**src/rtl/vga_timing_pkg.sv**
```systemverilog
// Shared 640x480@60 VGA timing constants and the vblank arbiter state encoding.
// Latency: none, declarations only.
// Backpressure: none, declarations only.
package vga_timing_pkg;

  // Horizontal timing, in pixels
  localparam int HD   = 640;
  localparam int HFP  = 16;
  localparam int HSW  = 96;
  localparam int HBP  = 48;
  localparam int HTOT = 800;

  // Vertical timing, in lines
  localparam int VD   = 480;
  localparam int VFP  = 10;
  localparam int VSW  = 2;
  localparam int VBP  = 33;
  localparam int VTOT = 525;

  typedef enum logic [1:0] {
    IDLE  = 2'd0,
    OPEN  = 2'd1,
    G_USR = 2'd2,
    G_RTC = 2'd3
  } arb_state_t;

endpackage

```
**src/rtl/blink_div.sv**
```systemverilog
// Divides frame ticks into a cursor blink square wave of BLINK_FRAMES ticks per half-period.
// Latency: blink toggles 1 clk after the qualifying tick.
// Backpressure: none, tick is consumed every cycle it is high.
module blink_div #(
  parameter int BLINK_FRAMES = 30
) (
  input  logic clk,
  input  logic rst,
  input  logic tick,
  output logic blink
);

  localparam logic [7:0] LAST = 8'(BLINK_FRAMES - 1);

  logic [7:0] cnt;

  // Count ticks; on the last tick of a half-period wrap to zero and flip blink.
  always_ff @(posedge clk or posedge rst) begin
    if (rst) begin
      cnt   <= '0;
      blink <= 1'b0;
    end else if (tick) begin
      if (cnt == LAST) begin
        cnt   <= '0;
        blink <= ~blink;
      end else begin
        cnt <= cnt + 8'd1;
      end
    end
  end

endmodule

```
**src/rtl/vblank_arbiter.sv**
```systemverilog
// Shares the display register bank between RTC read-back and user edit, only during vblank.
// Latency: window/frame_tick 1 clk after px_y reaches VD; grant 1 clk after a qualifying request in OPEN.
// Backpressure: requests are levels held until granted; a grant is held until done or window close (abort).
module vblank_arbiter #(
  parameter int VD           = vga_timing_pkg::VD,
  parameter int VTOT         = vga_timing_pkg::VTOT,
  parameter int MIN_LINES    = 4,
  parameter int BLINK_FRAMES = 30
) (
  input  logic       clk,
  input  logic       rst,
  input  logic       en_pix,
  input  logic [9:0] px_y,
  input  logic       req_usr,
  input  logic       req_rtc,
  input  logic       done_usr,
  input  logic       done_rtc,
  output logic       gnt_usr,
  output logic       gnt_rtc,
  output logic       abort,
  output logic       window,
  output logic       frame_tick,
  output logic       blink
);

  import vga_timing_pkg::*;

  localparam logic [10:0] VD_L   = 11'(VD);
  localparam logic [10:0] VTOT_L = 11'(VTOT);
  localparam logic [10:0] MIN_L  = 11'(MIN_LINES);

  arb_state_t  state;
  logic [10:0] py;
  logic        vb;
  logic        win_rise;
  logic        win_fall;
  logic        lines_ok;
  logic        elig_usr;
  logic        elig_rtc;
  logic        contend;
  logic        pick_usr;
  logic        pick_rtc;
  logic        used_usr;
  logic        used_rtc;
  logic        rr;
  logic        unused_en_pix;

  // px_y is stable between pixel enables, so sampling blanking every clock is equivalent.
  assign unused_en_pix = en_pix;

  assign py       = {1'b0, px_y};
  assign vb       = (py >= VD_L);
  assign win_rise = vb & ~window;
  assign win_fall = window & ~vb;

  // Lines beyond VTOT still count as blanking but never leave room for a new grant.
  assign lines_ok = (py < VTOT_L) && ((VTOT_L - py) >= MIN_L);

  assign elig_usr = req_usr & ~used_usr & lines_ok;
  assign elig_rtc = req_rtc & ~used_rtc & lines_ok;
  assign contend  = elig_usr & elig_rtc;

  // rr=0 favours user, rr=1 favours RTC; it only decides real contention.
  assign pick_usr = elig_usr & (~elig_rtc | ~rr);
  assign pick_rtc = elig_rtc & (~elig_usr |  rr);

  // Register blanking into the window and flag its rising edge as the frame tick.
  always_ff @(posedge clk or posedge rst) begin
    if (rst) begin
      window     <= 1'b0;
      frame_tick <= 1'b0;
    end else begin
      window     <= vb;
      frame_tick <= win_rise;
    end
  end

  // Arbiter FSM: one owner at a time, one grant per requester per window, abort on overrun.
  always_ff @(posedge clk or posedge rst) begin
    if (rst) begin
      state    <= IDLE;
      gnt_usr  <= 1'b0;
      gnt_rtc  <= 1'b0;
      abort    <= 1'b0;
      rr       <= 1'b0;
      used_usr <= 1'b0;
      used_rtc <= 1'b0;
    end else begin
      abort <= 1'b0;
      if (win_rise) begin
        used_usr <= 1'b0;
        used_rtc <= 1'b0;
      end
      case (state)
        IDLE: begin
          if (win_rise) state <= OPEN;
        end
        OPEN: begin
          if (win_fall) begin
            state <= IDLE;
          end else if (pick_usr) begin
            state    <= G_USR;
            gnt_usr  <= 1'b1;
            used_usr <= 1'b1;
            if (contend) rr <= 1'b1;
          end else if (pick_rtc) begin
            state    <= G_RTC;
            gnt_rtc  <= 1'b1;
            used_rtc <= 1'b1;
            if (contend) rr <= 1'b0;
          end
        end
        G_USR: begin
          if (done_usr || win_fall) begin
            state   <= win_fall ? IDLE : OPEN;
            gnt_usr <= 1'b0;
            // An overrun user goes first at the next contention.
            if (!done_usr) begin
              abort <= 1'b1;
              rr    <= 1'b0;
            end
          end
        end
        G_RTC: begin
          if (done_rtc || win_fall) begin
            state   <= win_fall ? IDLE : OPEN;
            gnt_rtc <= 1'b0;
            // An overrun RTC goes first at the next contention.
            if (!done_rtc) begin
              abort <= 1'b1;
              rr    <= 1'b1;
            end
          end
        end
        default: begin
          state   <= IDLE;
          gnt_usr <= 1'b0;
          gnt_rtc <= 1'b0;
        end
      endcase
    end
  end

  blink_div #(
    .BLINK_FRAMES(BLINK_FRAMES)
  ) u_blink_div (
    .clk  (clk),
    .rst  (rst),
    .tick (frame_tick),
    .blink(blink)
  );

endmodule

```
**config.mk**
```make
export PLATFORM = sky130hd
export DESIGN_NAME = vblank_arbiter
export DESIGN_NICKNAME = d
export VERILOG_FILES = /design/src/rtl/vga_timing_pkg.sv /design/src/rtl/blink_div.sv /design/src/rtl/vblank_arbiter.sv
export SDC_FILE = /design/constraint.sdc
export NUM_CORES = 1
export LEC_CHECK = 0
export ABC_CLOCK_PERIOD_IN_PS = 4100
export CAP_MARGIN = 30
export CORE_MARGIN = 5
export CORE_UTILIZATION = 40
export CTS_BUF_LIST = sky130_fd_sc_hd__clkbuf_2
export CTS_CLUSTER_DIAMETER = 40
export CTS_CLUSTER_SIZE = 12
export DETAILED_ROUTE_END_ITERATION = 8
export PLACE_DENSITY = 0.65
export RECOVER_POWER = 50
export SLEW_MARGIN = 15
export SYNTH_ARGS = -nofsm -noshare
export SYNTH_HDL_FRONTEND = slang
export SYNTH_SLANG_ARGS = --single-unit
```
**constraint.sdc**
```tcl
create_clock -name clk -period 4.1 [get_ports clk]
set_input_delay 0.41 -clock clk [delete_from_list [all_inputs] [get_ports clk]]
set_output_delay 0.41 -clock clk [all_outputs]
set_load 0.1 [all_outputs]
```
Yosys cells after proc, flatten, opt, wreduce, memory -nomap -nowiden
Index checks and enable logic that the tools add are counted.
Operators by class
  $add $sub $neg: 2
  magnitude comparators: 3
  eq/ne operators: 17
  muxes and demuxes: 42
  bitwise gates (word level): 19
  reduce and logical (&&, ||, !) cells: 12
Operators with widths (count)
  $mux 1: 30
  $ne 2x2->1 const B: 9
  $mux 2: 6
  $ge 11x3->1 const B: 1
  $sub 10x10->11 const A: 1
  $ge 10x9->1 const B: 1
  $lt 10x10->1 const B: 1
  $and 1x1->1: 9
  $ne 3x3->1 const B: 3
  $reduce_and 9->1: 1
  $add 8x1->8 const B: 1
  $eq 8x5->1 const B: 1
  $mux 8: 1
  $not 1->1: 8
  $pmux 2 s4: 1
  $reduce_and 4->1: 2
  $pmux 1 s2: 3
  $reduce_and 5->1: 1
  $eq 2x2->1 const B: 2
  $ne 4x4->1 const B: 1
  $reduce_bool 2->1: 2
  $pmux 1 s3: 1
  $reduce_bool 3->1: 1
  $eq 2x1->1 const B: 1
  other kinds (5): 7
Word-level totals
  flip-flop bits (word level): 19
  input bits: 17
  output and inout port bits: 6
  word-level logic and storage cells: 106

Depth between registers and ports, before layout
Gate-level depths: netlist of the first run.
  depth after elaboration: 11
  mapped depth: 7
  gate-level depth less buffers: 7

Modules after synthesis
Synthesis of the first run repeated with hierarchy kept, for this count alone.
Second synthesis, totals
  cell total of the unflattened synthesis: 123
  area total of the unflattened synthesis: 1136.1 µm²
By module, submodules not included
  vblank_arbiter: times used 1, cells each 72, area an instance 628.1 µm², seq. area each 250.2 µm²
  blink_div: times used 1, cells each 51, area an instance 508.0 µm², seq. area each 225.2 µm²

Worst setup path before layout of the first run
No wires, ideal clock.
  path kind: reg-to-reg
  start point: reg window
  end point: reg gnt_usr
  library setup time: 0.123 ns
  data arrival time: 1.763 ns
  slack: 2.215 ns
  stages on the path, launching flop included: 5
  path buffers: 0
  clock period less this slack: 1.885 ns
  cells stage by stage: dfrtp_1 and2_1 nor2_1 or3_1 a32o_1
Between the ends
  longest elaborated chain between the ends: 4
Ends and longest elaborated chain
  start, declared: RTL line vblank_arbiter.sv:21  | output logic window,
  start signal, assigned: RTL line vblank_arbiter.sv:73  | window <= vb;
  $and 1x1->1 *: RTL line vblank_arbiter.sv:54  | assign win_fall = window & ~vb;
  $logic_or 1x1->1: RTL line vblank_arbiter.sv:114  | if (done_usr || win_fall) begin
  $ne 2x2->1 (no line)
  $reduce_and 4->1 (no line) *
  end signal, assigned: RTL line vblank_arbiter.sv:82  | gnt_usr <= 1'b0;
  end signal, assigned: RTL line vblank_arbiter.sv:116  | gnt_usr <= 1'b0;
  end signal, assigned: RTL line vblank_arbiter.sv:137  | gnt_usr <= 1'b0;
  end, declared: RTL line vblank_arbiter.sv:18  | output logic gnt_usr,
Mark *: on every way between the ends. The rest lies on a longest branch, timed or not.
A chain may end at the register's enable or synchronous reset.

Final worst setup path of the first run
  start point: reg frame_tick
  end point: out frame_tick
RTL lines
  start, declared: RTL line vblank_arbiter.sv:22  | output logic frame_tick,
  start signal, assigned: RTL line vblank_arbiter.sv:74  | frame_tick <= win_rise;
No word-level cell between the ends.

==> run summary, run 1 <==
Placer Congestion -> 0.8584
GR Util All Layers -> 13.29%
Setup TNS -> 0 ns
DP HPWL -> 1.698 mm
die width -> 61.90 µm
post-synthesis sequential area ratio -> 44.13%
total wire length -> 2.219 mm
FMAX -> 393.9 MHz
Period minus WS final -> 2.539 ns
DRC viols -> 0
cells after synthesis -> 112
CP cell instances -> clkdlybuf4s50_1
post-CTS resize count -> 0
First-pass DRT Iterations -> 5
Clk Latency, worst-skew pair -> 0.33 ns
Root Driver -> clkbuf_2
Fin. Hold Viols -> 0
via count -> 920
Clock transition at path regs -> 0.21 ns
Synth cell types -> 37
TritonCTS Buffers -> 3
Cell Pwr Density -> 513.6 nW/µm²
gr ovfl total -> 0
Hold Slack -> 0.4880 ns
setup repair bufs after CTS -> 0
critical path arrival -> 2.13 ns
Nets -> 158
Worst Tran Pin Value -> 0.9665 ns
Peak VDD IR -> 0.3482 mV
post-route ant nets -> 0
outcome -> finished, final reports clean
Sink Count -> 19
Initial Util -> 42.71%
Worst Path Class, Setup -> reg -> out
die area -> 3831 µm²
crit path max fanout -> 12
Hold Crit Class -> reg -> reg
Buf+Inv Stages, Crit Path -> 1
IO Port Bufs -> 21
#FFs+latches synth -> 19
Top Family by Delay on Critical Path -> buffers and inverters
Startpoint Class -> flip-flop
Synth Net Count -> 134
CTS H-tree lvls -> 1
initial antenna violation count -> 0
initial DRC count -> 27
Crit-path slowest cell -> clkdlybuf4s50_1
Vias/cell -> 5.576
P_leak -> 0.5942 nW
share of layout cells above drive strength 1 -> 6.667%
largest net degree at the start of global routing -> 20
number of global-route vias before repair -> 882
period utilization -> 61.92%
clk_skew -> 0.03057 ns
synthesized area per cell -> 9.619 µm²
Ys Warns -> 0
hold_buf cts -> 0
relative max-transition margin -> 35.36%
unrepaired setup endpoints after global routing -> false
CP Capture Type -> output pin
final setup fails -> 0
Pins Over Slew Limit -> 0
FP Rows -> 18
core area -> 2522 µm²
Mapped Area -> 1077 µm²
area delta synth->final -> 24.16%
CTS tree -> done
Antenna Cells -> 0
num ports -> 23
routed len/inst -> 13.45 µm
max cap viols -> 0
crit-path max cell delay -> 1.20 ns
Die H -> 61.90 µm
WP data required -> 3.69 ns
first-pass GRT wire length -> 3.795 mm
clk buf depth -> 2
routing by layer:
| metal | GRT usage, % | share of wire, % | vias up |
|---|---|---|---|
| met2 | 22.42 | 50 | 23 |
| met3 | 4.132 | 4.1 | 4 |
| met4 | 3.636 | 0.77 | 0 |
| li1 | - | - | 456 |
| met5 | 0 | 0 | - |
| met1 | 16.43 | 45 | 437 |
cells in the mapped netlist, drive strengths merged:
library cell	number	share of area, %
dfrtp	19	44
nand2	12	4.2
inv	8	2.8
nor2	7	2.4
o21ai	6	2.8
a21oi	5	2.3
ha	5	5.8
nand3	5	2.3
nand2b	4	2.3
and3	3	1.9
nor3	3	1.4
a211o	2	1.6
a211oi	2	1.4
a22o	2	1.6
a32o	2	1.9
clkbuf	2	0.70
mux2i	2	1.9
nand4	2	1.2
or4	2	1.4
xnor2	2	1.6
xor2	2	1.6
a2111oi	1	0.81
a21o	1	0.70
a2bb2oi	1	2.4
a31o	1	0.81
a41oi	1	0.81
and2	1	0.58
and4	1	0.81
and4b	1	0.93
mux2	1	1.0
nor2b	1	0.58
o21bai	1	0.70
o22ai	1	0.58
o2bb2ai	1	0.81
or2	1	0.58
or3	1	0.58
sequential cells by signal, summed over array words and instances, names as in the netlist:
name,count
gnt_rtc,1
rr,1
u_blink_div.blink,1
abort,1
used_usr,1
window,1
frame_tick,1
state,2
u_blink_div.cnt,8
gnt_usr,1
used_rtc,1
logic make-up after synthesis:
family	synth area share, %
DFF	44.14
and+or+nand+nor	21.14
buffers and inverters	3.485
xor gates and xnor gates	3.253
muxes	2.904
AOI/OAI and AO/OA	19.28
adders and majority gates	5.807
placed cells by master (no fill, tap or decap), types with 2 or more instances in the layout:
| cell | netlist | routed |
|---|---|---|
| dlygate4sd3_1 | 0 | 2 |
| mux2i_1 | 2 | 2 |
| o21ai_0 | 6 | 6 |
| a21oi_1 | 5 | 5 |
| dfrtp_1 | 19 | 19 |
| nand3_1 | 5 | 5 |
| a22o_1 | 2 | 2 |
| a211o_1 | 2 | 2 |
| nand4_1 | 2 | 2 |
| nor2_1 | 7 | 7 |
| clkbuf_2 | 0 | 3 |
| nand2_1 | 12 | 12 |
| a211oi_1 | 2 | 2 |
| inv_1 | 8 | 8 |
| or4_1 | 2 | 2 |
| nor3_1 | 3 | 3 |
| clkdlybuf4s50_1 | 0 | 19 |
| ha_1 | 5 | 5 |
| xor2_1 | 2 | 2 |
| nand2b_1 | 4 | 4 |
| a32o_1 | 2 | 2 |
| and3_1 | 2 | 2 |
| xnor2_1 | 2 | 2 |
metrics by stage:
step | instance area (µm²) | power, mW | utilization (%) | setup WS, ns | std cells
2_1_floorplan | 1077 | 0.5214 | - | 2.215 | 112
3_3_place_gp | 1318 | 0.6001 | 52.23 | 1.712 | 161
3_5_place_dp | 1318 | 0.6067 | 52.23 | 1.678 | 161
4_1_cts | 1338 | 0.6928 | 53.03 | 1.549 | 165
5_1_grt | 1338 | 0.7335 | 53.03 | 1.466 | 165
6_report | 1338 | 0.6869 | 53.03 | 1.561 | 165
layout make-up:
type	instances	area, µm²
fill	251	1185
multi-input combinational	83	564.3
sequential	19	475.5
timing repair buffer	21	210.2
tap	30	37.54
inverter	8	30.03
clock buffer	3	15.01
clock inverter	1	5.005
power breakdown:
part	internal (mW)	total (mW)	switching [mW]
clock	0.0221	0.0843	0.0623
sequential	0.240	0.294	0.0534
combinational	0.109	0.309	0.199
total	0.372	0.687	0.315
worst paths after layout:
path,start,to,slack [ns],cells past startpoint
hold / removal,u_blink_div.blink,u_blink_div.blink,0.49,1
setup / recovery,frame_tick,frame_tick,1.56,1
hold reg to reg,u_blink_div.blink,u_blink_div.blink,0.49,1
min in group asynchronous,rst,u_blink_div.cnt[4],0.60,2
setup reg to reg,used_usr,rr,2.38,4
max in group asynchronous,rst,abort,3.01,2
Power figures use the tool's default switching activity.
==> run 2, diff against run 1 <==
--- a/config.mk
+++ b/config.mk
@@ -5,7 +5,7 @@
 export SDC_FILE = /design/constraint.sdc
 export NUM_CORES = 1
 export LEC_CHECK = 0
-export ABC_CLOCK_PERIOD_IN_PS = 4100
+export ABC_CLOCK_PERIOD_IN_PS = 2400
 export CAP_MARGIN = 30
 export CORE_MARGIN = 5
 export CORE_UTILIZATION = 40
==> constraint.sdc (replaced) <==
create_clock -name clk -period 2.4 [get_ports clk]
set_input_delay 0.24 -clock clk [delete_from_list [all_inputs] [get_ports clk]]
set_output_delay 0.24 -clock clk [all_outputs]
set_load 0.1 [all_outputs]
==> run summary, run 2 (synthesized netlist as in run 1, its figures left out) <==
outcome -> finished, final reports clean
core area -> 2522 µm² (unchanged)
Initial Util -> 42.71% (unchanged)
Die H -> 61.90 µm (unchanged)
routing usage on met2 -> 23.92% (+1.5 points)
Sink Count -> 19 (unchanged)
IO Port Bufs -> 21 (unchanged)
Clk Latency, worst-skew pair -> 0.31 ns (-0.02 ns)
DP HPWL -> 1.714 mm (+1.0%)
routed len/inst -> 13.43 µm (-0.15%)
Biggest register -> u_blink_div.cnt
unrepaired setup endpoints after global routing -> false
die width -> 61.90 µm (unchanged)
TritonCTS Buffers -> 3 (unchanged)
post-CTS resize count -> 0 (unchanged)
Setup TNS -> 0 ns (unchanged)
Vias/cell -> 5.440 (-2.4%)
Clock transition at path regs -> 0.17 ns (-0.04 ns)
initial DRC count -> 36 (+33%)
CP Capture Type -> flip-flop
WP data required -> 2.63 ns (-1.06 ns)
First-pass DRT Iterations -> 4 (-1)
Fin. Hold Viols -> 0 (unchanged)
first-pass GRT wire length -> 3.953 mm (+4.2%)
gr busiest metal -> met2
Core Util, Final -> 52.73% (-0.30 points)
Hold Crit Class -> in -> async
largest net degree at the start of global routing -> 20 (unchanged)
DRC viols -> 0 (unchanged)
Worst Path Class, Setup -> in -> reg
Antenna Cells -> 0 (unchanged)
Nets -> 159 (+0.63%)
GRT met1 Usage -> 16.26% (-0.17 points)
Period minus WS final -> 1.883 ns
CTS H-tree lvls -> 1 (unchanged)
Worst Tran Pin Value -> 0.7307 ns (-0.2359 ns)
gr ovfl total -> 0 (unchanged)
FP Rows -> 18 (unchanged)
number of flip-flops in the largest register -> 8 (unchanged)
P_leak -> 0.6076 nW (+2.3%)
Cell Pwr Density -> 873.6 nW/µm² (+70%)
via count -> 903 (-1.8%)
area delta synth->final -> 23.46%
initial antenna violation count -> 0 (unchanged)
FMAX -> 530.9 MHz
GR Util All Layers -> 13.97% (+0.67 points)
post-route ant nets -> 0 (unchanged)
total wire length -> 2.229 mm (+0.45%)
clk buf depth -> 2 (unchanged)
critical path arrival -> 2.11 ns (-0.02 ns)
Placer Congestion -> 0.8706 (+1.4%)
Peak VDD IR -> 0.6646 mV (+91%)
Root Driver -> clkbuf_2
crit path max fanout -> 5 (-7)
num ports -> 23 (unchanged)
most common cell after layout, fill and taps aside -> dfrtp_1
number of global-route vias before repair -> 919 (+4.2%)
Pins Over Slew Limit -> 0 (unchanged)
period utilization -> 78.48%
hold_buf cts -> 0 (unchanged)
clk_skew -> 0.002260 ns (-0.02831 ns)
global routing usage on met3 -> 3.926% (-0.21 points)
CTS tree -> done
top flop regs -> u_blink_div.cnt x8, state x2
die area -> 3831 µm² (unchanged)
relative max-transition margin -> 51.24% (+16 points)
share of layout cells above drive strength 1 -> 11.76% (+5.1 points)
setup repair bufs after CTS -> 0 (unchanged)
max cap viols -> 0 (unchanged)
commonest cells after routing, fill and taps aside -> 19 x dfrtp_1, 13 x clkdlybuf4s50_1, 12 x nand2_1
final setup fails -> 0 (unchanged)
Startpoint Class -> primary input
==> run 2: cell types whose count changed in the layout (fill, tap and decap cells not counted), sizes merged <==
cell	before	now
buf	0	7
clkdlybuf4s50	19	13
clkbuf	3	4
clkinv	1	0
==> run 2: path summary, 6_finish.rpt <==
path / startpoint / endpoint / slack (ns) / cells after the start
setup / recovery: px_y[1] / rr / 0.52 / 8
hold / removal: rst / u_blink_div.cnt[0] / 0.46 / 2
setup reg to reg: used_usr / rr / 0.72 / 4
hold reg to reg: u_blink_div.blink / u_blink_div.blink / 0.48 / 1
max in group asynchronous: rst / gnt_usr / 1.49 / 2
min in group clk: u_blink_div.blink / u_blink_div.blink / 0.48 / 1
==> run 2: per-stage QoR <==
step | area (µm²) | hold WS, ns | total power, mW | setup slack [ns] | instances
global placement | 1310 | 0.4633 | 1.018 | 0.1899 | 162
global route | 1330 | 0.5081 | 1.246 | 0.4545 | 166
floorplan | 1077 | 0.1911 | 0.8907 | 0.5145 | 112
finish | 1330 | 0.4566 | 1.162 | 0.5165 | 166
CTS | 1330 | 0.3336 | 1.178 | 0.5388 | 166
detailed placement | 1310 | 0.4641 | 1.027 | 0.1661 | 162
==> run 2: power breakdown <==
group	switching, mW	internal (mW)	total [mW]
registers	0.0888	0.411	0.500
clock network	0.0988	0.0441	0.143
logic	0.342	0.177	0.519
==> run 2: critical path, stage by stage <==
cell and delay [ns]:
clkdlybuf4s50_1 0.53, inv_1 0.08, ha_1 0.19, a21o_1 0.18, a211o_1 0.32, a2bb2oi_4 0.21, mux2i_1 0.10, a211o_1 0.26
==> run 2: area by class of cell <==
class / count / area (µm²)
fillers: 238 / 1192
multi-input cells: 83 / 564.3
flip-flops and latches: 19 / 475.5
repair buffers: 22 / 202.7
well taps: 30 / 37.54
inverters: 8 / 30.03
clock buffers: 4 / 20.02
==> run 2: routing by layer <==
| layer | share of wire [%] | vias up |
|---|---|---|
| li1 | - | 450 |
| met1 | 45 | 429 |
| met2 | 49 | 18 |
| met3 | 3.9 | 6 |
| met4 | 1.9 | 0 |
| met5 | 0 | - |
==> run 3, diff against run 2 <==
--- a/config.mk
+++ b/config.mk
@@ -5,7 +5,7 @@
 export SDC_FILE = /design/constraint.sdc
 export NUM_CORES = 1
 export LEC_CHECK = 0
-export ABC_CLOCK_PERIOD_IN_PS = 2400
+export ABC_CLOCK_PERIOD_IN_PS = 1900
 export CAP_MARGIN = 30
 export CORE_MARGIN = 5
 export CORE_UTILIZATION = 40
==> constraint.sdc (replaced) <==
create_clock -name clk -period 1.9 [get_ports clk]
set_input_delay 0.19 -clock clk [delete_from_list [all_inputs] [get_ports clk]]
set_output_delay 0.19 -clock clk [all_outputs]
set_load 0.1 [all_outputs]
==> run summary, run 3 (synthesized netlist as in run 1, its figures left out) <==
num ports -> 23 (unchanged)
initial DRC count -> 30 (-17%)
Met1 Wirelength -> 1.016 mm (+1.4%)
post-route cell area -> 1414 µm² (+6.3%)
DRC viols -> 0 (unchanged)
crit path max fanout -> 3 (-2)
IO Port Bufs -> 21 (unchanged)
area delta synth->final -> 31.24%
CTS H-tree lvls -> 1 (unchanged)
clk_skew -> 0.01235 ns (+0.01009 ns)
P_int -> 0.8085 mW (+28%)
WP data required -> 2.17 ns (-0.46 ns)
met2 WL post-DR -> 1.094 mm (-0.27%)
largest net degree at the start of global routing -> 20 (unchanged)
number of flip-flops in the largest register -> 8 (unchanged)
DP HPWL -> 1.764 mm (+2.9%)
CP Capture Type -> flip-flop
Critical path origin -> px_y[1]
critical path arrival -> 2.06 ns (-0.05 ns)
cell count after placement -> 172 (+6.2%)
Top Family by Delay on Critical Path -> compound AO/OA/AOI/OAI gates
total wire length -> 2.237 mm (+0.36%)
power share of the sequential group -> 42.4% (-0.6 points)
switching share of total power -> 45.48% (-0.094 points)
Power Total -> 1.483 mW (+28%)
die width -> 61.90 µm (unchanged)
highest routed layer -> met4
Worst Path Class, Setup -> in -> reg
post-CTS resize count -> 0 (unchanged)
top flop regs -> u_blink_div.cnt x8, state x2
Hold Slack -> 0.4884 ns (+0.03188 ns)
Initial Util -> 42.71% (unchanged)
Buf+Inv Stages, Crit Path -> 2 (unchanged)
max cap viols -> 0 (unchanged)
Cell Pwr Density -> 1049 nW/µm² (+20%)
first-pass GRT wire length -> 4.022 mm (+1.7%)
dpl cell area -> 1398 µm² (+6.7%)
post-route ant nets -> 0 (unchanged)
Logic pwr share -> 45.5% (+0.8 points)
Clk Latency, worst-skew pair -> 0.32 ns (about the same)
Non-Filler Instances -> 176 (+6.0%)
die area -> 3831 µm² (unchanged)
Startpoint Class -> primary input
routed wl met3 -> 92 µm (+7.0%)
FMAX -> 559.0 MHz
number of global-route vias before repair -> 940 (+2.3%)
Antenna Cells -> 0 (unchanged)
relative max-transition margin -> 33.75% (-17 points)
Peak VDD IR -> 0.7922 mV (+19%)
Clock transition at path regs -> 0.19 ns (+0.02 ns)
core area -> 2522 µm² (unchanged)
clk buf depth -> 2 (unchanged)
FP Rows -> 18 (unchanged)
Placer Congestion -> 0.8765 (+0.68%)
CTS tree -> done
Vias/cell -> 5.222 (-4.0%)
final setup fails -> 0 (unchanged)
P_leak -> 0.6559 nW (+7.9%)
CP cell instances -> clkdlybuf4s50_1, inv_1, ha_1, a21o_1, a211o_1, a2bb2oi_4, and3_2, a32o_1
gr ovfl total -> 0 (unchanged)
Fill cells -> 248 (+4.2%)
routed len/inst -> 12.71 µm (-5.3%)
First-pass DRT Iterations -> 4 (unchanged)
Switch Pwr -> 0.6743 mW (+27%)
Fin. Hold Viols -> 0 (unchanged)
TritonCTS Buffers -> 3 (unchanged)
Pins Over Slew Limit -> 0 (unchanged)
hold_buf cts -> 0 (unchanged)
GR Util All Layers -> 14.25% (+0.28 points)
Period minus WS final -> 1.789 ns
most common cell after layout, fill and taps aside -> dfrtp_1
Biggest register -> u_blink_div.cnt
Sink Count -> 19 (unchanged)
Worst R2R Start -> used_usr
outcome -> finished, final reports clean
Crit-path slowest cell -> clkdlybuf4s50_1
crit-path max cell delay -> 0.52 ns (about the same)
Root Driver -> clkbuf_2
hold path start -> u_blink_div.cnt[7]
commonest cells after routing, fill and taps aside -> 19 x dfrtp_1, 14 x buf_4, 13 x clkdlybuf4s50_1
Die H -> 61.90 µm (unchanged)
Nets -> 169 (+6.3%)
initial antenna violation count -> 0 (unchanged)
setup repair bufs after CTS -> 0 (unchanged)
share of layout cells above drive strength 1 -> 17.12% (+5.4 points)
Hold Crit Class -> reg -> reg
period utilization -> 94.15%
unrepaired setup endpoints after global routing -> false
Clock Power Share -> 12.1% (-0.2 points)
Worst Tran Pin Value -> 0.9938 ns (+0.2632 ns)
via count -> 919 (+1.8%)
run 3: cell types whose count changed in the layout (fill, tap and decap cells not counted):
cell      delta
buf_4        +7
buf_12       +1
clkbuf_1     +1
clkbuf_2     -1
clkbuf_4     +1
clkinv_2     +1
run 3: stage by stage:
| stage | util (%) | setup TNS (ns) | setup slack (ns) |
|---|---|---|---|
| after floorplan | - | 0 | 0.01453 |
| after detailed placement | 55.41 | -1.310 | -0.2507 |
| after CTS | 56.20 | 0 | 0.1124 |
| after global placement | 55.41 | -0.9573 | -0.1934 |
| after global routing | 56.05 | 0 | 0.002314 |
| final | 56.05 | 0 | 0.1112 |
run 3: layout make-up:
cell class | instances | area (µm²) | area share [%]
clock buffers | 3 | 15.01 | 1.062
flip-flops and latches | 19 | 475.5 | 33.63
repair buffers | 32 | 286.5 | 20.27
clock inverters | 1 | 5.005 | 0.3540
inverters | 8 | 30.03 | 2.124
multi-input cells | 83 | 564.3 | 39.91
well taps | 30 | 37.54 | 2.655
run 3: power groups by stage:
stage | clock network, mW | logic, mW | registers (mW)
floorplan | 0 | 0.262 | 0.863
global placement | 0 | 0.674 | 0.633
detailed placement | 0 | 0.682 | 0.636
CTS | 0.190 | 0.685 | 0.629
global route | 0.207 | 0.738 | 0.648
finish | 0.180 | 0.674 | 0.629
run 3: layer usage:
layer	track usage [%]	vias to the layer above
met2	23.77	17
met5	0	-
li1	-	470
met3	4.132	7
met4	4.545	0
met1	17.73	425
run 3: worst paths after layout:
path / end / slack [ns] / cells past startpoint
setup / recovery: used_usr / 0.11 / 8
hold / removal: u_blink_div.cnt[7] / 0.49 / 1
setup reg to reg: rr / 0.32 / 5
hold reg to reg: u_blink_div.cnt[7] / 0.49 / 1
max in group asynchronous: state[0] / 0.73 / 3
min in group asynchronous: u_blink_div.cnt[2] / 0.57 / 3
